## config.mk

```make
export PLATFORM = sky130hd
export DESIGN_NAME = hazard_scoreboard
export DESIGN_NICKNAME = d
export VERILOG_FILES = /design/src/rtl/cpu_pipe_pkg.sv /design/src/rtl/hazard_match.sv /design/src/rtl/hazard_scoreboard.sv
export SDC_FILE = /design/constraint.sdc
export NUM_CORES = 1
export LEC_CHECK = 0
export CAP_MARGIN = 20
export CORE_MARGIN = 2
export CORE_UTILIZATION = 46
export DETAILED_ROUTE_END_ITERATION = 8
export PLACE_DENSITY = 0.91
export SLEW_MARGIN = 0
export SYNTH_ARGS = -nofsm -noshare
export SYNTH_HDL_FRONTEND = slang
export SYNTH_SLANG_ARGS = --single-unit
```

## constraint.sdc

```tcl
create_clock -name clk_i -period 3.4 [get_ports clk_i]
set_clock_uncertainty 0.05 [all_clocks]
set_input_delay 1.02 -clock clk_i [delete_from_list [all_inputs] [get_ports clk_i]]
set_output_delay 1.02 -clock clk_i [all_outputs]
set_load 0.02 [all_outputs]
```

## src/rtl/cpu_pipe_pkg.sv

```systemverilog
// cpu_pipe_pkg: shared pipeline types and defaults for the hazard/forwarding unit.
// The rd field is sized for the widest supported register address; narrower ids are zero-extended.
package cpu_pipe_pkg;
    localparam int STAGES_DEF     = 2;
    localparam int LOAD_STAGE_DEF = 2;
    localparam int REG_AW_MAX     = 8;
    localparam int FWD_REGFILE    = 0;

    typedef struct packed {
        logic                  valid;
        logic [REG_AW_MAX-1:0] rd;
        logic                  regwrite;
        logic                  memread;
    } sb_entry_t;
endpackage

```

## src/rtl/hazard_match.sv

```systemverilog
// hazard_match: priority search of the scoreboard for one source operand.
// Returns the lowest-index (youngest) matching producer and whether it is a load.
module hazard_match
    import cpu_pipe_pkg::*;
#(
    parameter int STAGES = STAGES_DEF,
    parameter int REG_AW = 5,
    parameter int FW     = $clog2(STAGES + 1)
) (
    input  sb_entry_t [STAGES-1:0] entries,
    input  logic [REG_AW-1:0]      rs,
    input  logic                   rs_use,
    output logic                   hit,
    output logic [FW-1:0]          idx,
    output logic                   is_load
);
    always_comb begin
        hit     = 1'b0;
        idx     = '0;
        is_load = 1'b0;
        // Walk oldest to youngest so the youngest match overwrites.
        for (int k = STAGES - 1; k >= 0; k--) begin
            if (entries[k].valid && entries[k].regwrite && rs_use && rs != '0 &&
                entries[k].rd == REG_AW_MAX'(rs)) begin
                hit     = 1'b1;
                idx     = FW'(k);
                is_load = entries[k].memread;
            end
        end
    end
endmodule

```

## src/rtl/hazard_scoreboard.sv

```systemverilog
// hazard_scoreboard: ID-stage stall generation and EX-aligned forwarding selects.
// Define HAZARD_FORWARD_EN for forwarding; otherwise consumers stall until the producer reaches WB.
module hazard_scoreboard
    import cpu_pipe_pkg::*;
#(
    parameter int STAGES     = STAGES_DEF,
    parameter int REG_AW     = 5,
    parameter int LOAD_STAGE = LOAD_STAGE_DEF,
    parameter int FW         = $clog2(STAGES + 1)
) (
    input  logic              clk_i,
    input  logic              rst_i,
    input  logic              hold_i,
    input  logic              flush_i,
    input  logic              id_valid_i,
    input  logic [REG_AW-1:0] id_rs1_i,
    input  logic [REG_AW-1:0] id_rs2_i,
    input  logic              id_rs1_use_i,
    input  logic              id_rs2_use_i,
    input  logic [REG_AW-1:0] id_rd_i,
    input  logic              id_regwrite_i,
    input  logic              id_memread_i,
    output logic              stall_o,
    output logic [FW-1:0]     fwd_a_o,
    output logic [FW-1:0]     fwd_b_o
);
    sb_entry_t [STAGES-1:0] sb;
    logic                   hit_a, hit_b, load_a, load_b, hz_a, hz_b, push;
    logic [FW-1:0]          idx_a, idx_b;

    hazard_match #(.STAGES(STAGES), .REG_AW(REG_AW), .FW(FW)) u_match_a (
        .entries(sb), .rs(id_rs1_i), .rs_use(id_rs1_use_i),
        .hit(hit_a), .idx(idx_a), .is_load(load_a)
    );

    hazard_match #(.STAGES(STAGES), .REG_AW(REG_AW), .FW(FW)) u_match_b (
        .entries(sb), .rs(id_rs2_i), .rs_use(id_rs2_use_i),
        .hit(hit_b), .idx(idx_b), .is_load(load_b)
    );

    assign stall_o = hold_i | (id_valid_i & ~flush_i & (hz_a | hz_b));
    assign push    = id_valid_i & ~stall_o & ~flush_i;

    always_ff @(posedge clk_i or negedge rst_i) begin
        if (!rst_i) begin
            sb <= '0;
        end else if (!hold_i) begin
            for (int k = STAGES - 1; k > 0; k--) sb[k] <= sb[k-1];
            sb[0] <= push ? {1'b1, REG_AW_MAX'(id_rd_i), id_regwrite_i, id_memread_i} : '0;
        end
    end

`ifdef HAZARD_FORWARD_EN
    // Load data first exists in pipeline register LOAD_STAGE; anything younger must wait.
    assign hz_a = hit_a & load_a & (int'(idx_a) + 1 < LOAD_STAGE);
    assign hz_b = hit_b & load_b & (int'(idx_b) + 1 < LOAD_STAGE);

    always_ff @(posedge clk_i or negedge rst_i) begin
        if (!rst_i) begin
            fwd_a_o <= FW'(FWD_REGFILE);
            fwd_b_o <= FW'(FWD_REGFILE);
        end else if (!hold_i) begin
            fwd_a_o <= (push & hit_a) ? idx_a + FW'(1) : FW'(FWD_REGFILE);
            fwd_b_o <= (push & hit_b) ? idx_b + FW'(1) : FW'(FWD_REGFILE);
        end
    end
`else
    logic unused_fwd;
    assign hz_a       = hit_a;
    assign hz_b       = hit_b;
    assign fwd_a_o    = FW'(FWD_REGFILE);
    assign fwd_b_o    = FW'(FWD_REGFILE);
    assign unused_fwd = ^{idx_a, idx_b, load_a, load_b, LOAD_STAGE[0]};
`endif
endmodule
```

==> impl_metrics.toml <==
[run_status]
outcome = "finished clean"

[logic_synthesis]
async_flop_share_pct = 100
yosys.area_share.simple_pct = 10.7
synthMostInstantiatedCell = "xor2_1"
synth_xor_area_share_pct = 18.3
ys_seq_elements = 14
synth_edf_count = 0
yosys-top-cells-count = "xor2_1 (20), dfrtp_1 (14), nand2_1 (9)"
syn_area_um2 = 956
synthCells = 89
muxShareOfSynthArea_pct = 8.25
synth_top_area_share_pct = 36.6
synth_top_family_by_area = "compound AO/OA/AOI/OAI gates"
yosys.area_share.adder_pct = 0
ys_types = 21
synth_ff_type = "dfrtp_1"
synth_area_leaders = "dfrtp_1 (37%), xor2_1 (18%), o41ai_2 (10%), mux2_2 (5.9%), nand2_1 (3.5%)"
yosysWarningCount = 0
synth.largest_area_cell = "dfrtp_1"
ys_seq_area_share_pct = 36.6
synth_area_per_cell_um2 = 10.7
synth-compound-area-share_pct = 18.6

[drt]
wire_per_inst_um = 15.1
via_count = 762
wirelength_mm = 2.23
initialDrtViolationCount = 6
via_per_inst = 5.18
drc = 0
ant_nets = 0
drt_first_pass_iters = 4

[worst_setup_path]
r2r_cells = 8
path_cells = "clkdlybuf4s15_1 > or4_4 > o21ai_4 > o22ai_4 > a21o_1 > buf_6"
r2r_end = "sb[4]"
crit_type = "primary input to primary output"
r2r-start = "sb[6]"
startpoint_type = "primary input"
crit_path_top_delay_cell = "or4_4"
critPathRequiredTime_ns = 2.33
slowest_delay_ns = 0.44
crit_fanout = 3
reg2reg_setup_slack_ns = 1.52
end_kind = "primary output"
cp.arrival_ns = 2.27

[placed_design]
port-buffer-count = 23
post-place-ws_ns = -0.780
gp_congestion = 0.821
dp_hpwl_mm = 1.70
dp.cells = 142

[pwr]
p_int_uw = 270
swShare_pct = 29.4
pwr-share-comb_pct = 26.1
power_density_nw_per_um2 = 296
ir_drop_v = 0.000193
clkPwrFrac_pct = 23.8
p_total_uw = 382
pwr-share-seq_pct = 50.1
switchingPower_uw = 113
leakage_nw = 0.637

[clock_network]
hold_buffers = 0
cts_inserted_buffers = 3
clk_path_buf_depth = 2
root_buffer = "clkbuf_4"
clock_latency_ns = 0.28
clock_sinks = 14
clk_pin_slew_ns = 0.08
cts_tree = "yes"
htree_levels = 1

[timing]
whs_ns = 0.452
hold_viol = 0
fin_ws_ns = 0.0562
max_slew.worst_pin.slew_ns = 0.603
relSlewSlack_pct = 59.7
fmax_mhz = 299
period_minus_slack_ns = 3.34
setup_violations = 0
drv_slew = 0
grt_setup_unrepaired = "no"
period_share_pct = 98.3

[global_routing]
antenna_found_initial = 0
overflow = 0
grtUsageTotal_pct = 19.9
grt_pass1_vias = 843
grt_start_max_net_pins = 22
grt_pass1_wl_mm = 3.68

[layout]
reg.largest.list = "sb x14"
antenna-diode-count = 0
regArea_um2 = 350
multi_input_area_um2 = 592
nets = 146
largest_register = "sb"
final_cells = 147
fillers = 166
largest_reg_flops = 14
area_delta_synth_final_pct = 35.1
layout-drive-gt1-share_pct = 37.5

[floorplan]
core_um2 = 1960
initial_utilization_pct = 48.7
die_w_um = 49.6
ios = 29
die_height_um = 49.6
row_count = 16
dieArea_um2 = 2460

[run]
maxCapViolCount = 0

[min_path]
hp-start = "sb[12]"
holdPathStages = 1
hold_class = "flop to flop"
hold_end = "sb[12]"
-- worst max-delay path, delay by kind of cell --
| kind | cells | cell delay, ns |
|---|---|---|
| AO/OA/AOI/OAI | 3 | 0.46 |
| buffers and inverters | 2 | 0.35 |
| AND/OR/NAND/NOR | 1 | 0.44 |
-- per-stage QoR --
| stage | TNS (ns) | utilization [%] | area, um2 |
|---|---|---|---|
| after floorplan | 0 | - | 967 |
| after global placement | -0.770 | 63.3 | 1240 |
| after detailed placement | -0.780 | 63.3 | 1240 |
| after CTS | 0 | 65.5 | 1280 |
| after global routing | 0 | 65.8 | 1290 |
| final | 0 | 65.8 | 1290 |
-- timing repair --
action / CTS / global route
buffers inserted: 1 / 1
pin swaps: 11 / 10
cloned: 0 / 0
endpoints found under the setup margin: 1 / 1
resized for setup: 39 / 10
-- logic make-up after synthesis --
group | count (synthesis)
mux | 7
simple gates | 20
flops | 14
buf+inv | 14
xor+xnor | 20
other cells | 1
compound gates | 13
-- cell type report --
class | count | area share (%)
multi-input cells | 64 | 45.8
flip-flops and latches | 14 | 27.1
repair buffers | 32 | 20.6
well taps | 27 | 2.62
inverters | 7 | 2.03
clock buffers | 3 | 1.74
-- cells in the final DEF (no fill, tap or decap) --
| master | Yosys | routed |
|---|---|---|
| dfrtp_1 | 14 | 14 |
| nand2_1 | 9 | 9 |
| or4_4 | 2 | 2 |
| buf_2 | 0 | 5 |
| a21o_1 | 1 | 1 |
| clkbuf_2 | 0 | 2 |
| o21ai_4 | 1 | 2 |
| o22ai_4 | 1 | 1 |
| mux2_2 | 5 | 5 |
| clkdlybuf4s15_1 | 0 | 1 |
| clkdlybuf4s50_1 | 0 | 12 |
| mux2_1 | 2 | 2 |
| o31ai_2 | 1 | 1 |
| nor4_2 | 0 | 4 |
| xor2_1 | 20 | 20 |
| nand2b_1 | 1 | 1 |
| clkdlybuf4s15_2 | 0 | 1 |
| a22oi_2 | 0 | 2 |
| clkbuf_4 | 0 | 3 |
| conb_1 | 1 | 4 |
| o41ai_2 | 6 | 6 |
| nor2_1 | 4 | 4 |
| buf_4 | 4 | 9 |
| inv_1 | 7 | 7 |
| buf_6 | 0 | 2 |
-- routing by layer --
layer	track usage, %	vias to the layer above	wire (um)
met1	21.6	363	912
met4	13.4	0	42
li1	-	364	-
met2	34.9	31	1180
met3	3.33	4	92
met5	0	-	0
-- power groups by stage --
| stage | Sequential, mW | Clock, mW | Combinational (mW) |
|---|---|---|---|
| 5_1_grt | 0.193 | 0.103 | 0.107 |
| 3_3_place_gp | 0.193 | 0 | 0.0931 |
| 2_1_floorplan | 0.190 | 0 | 0.0527 |
| 6_report | 0.191 | 0.0912 | 0.0998 |
| 4_1_cts | 0.191 | 0.0942 | 0.0987 |
| 3_5_place_dp | 0.195 | 0 | 0.0976 |
-- worst max path at each step --
stage | from | slack (ns) | cells past startpoint | end
finish | id_rs1_i[4] | 0.06 | 6 | stall_o
global route | id_rs1_i[4] | 0.009 | 6 | stall_o
CTS | id_rs2_i[3] | 0.003 | 7 | stall_o
detailed placement | id_rs1_i[1] | -0.78 | 7 | stall_o
global placement | id_rs1_i[1] | -0.77 | 7 | stall_o
floorplan | id_rs2_i[2] | 0.22 | 5 | stall_o
No activity file was read; power rests on OpenSTA's default activity.
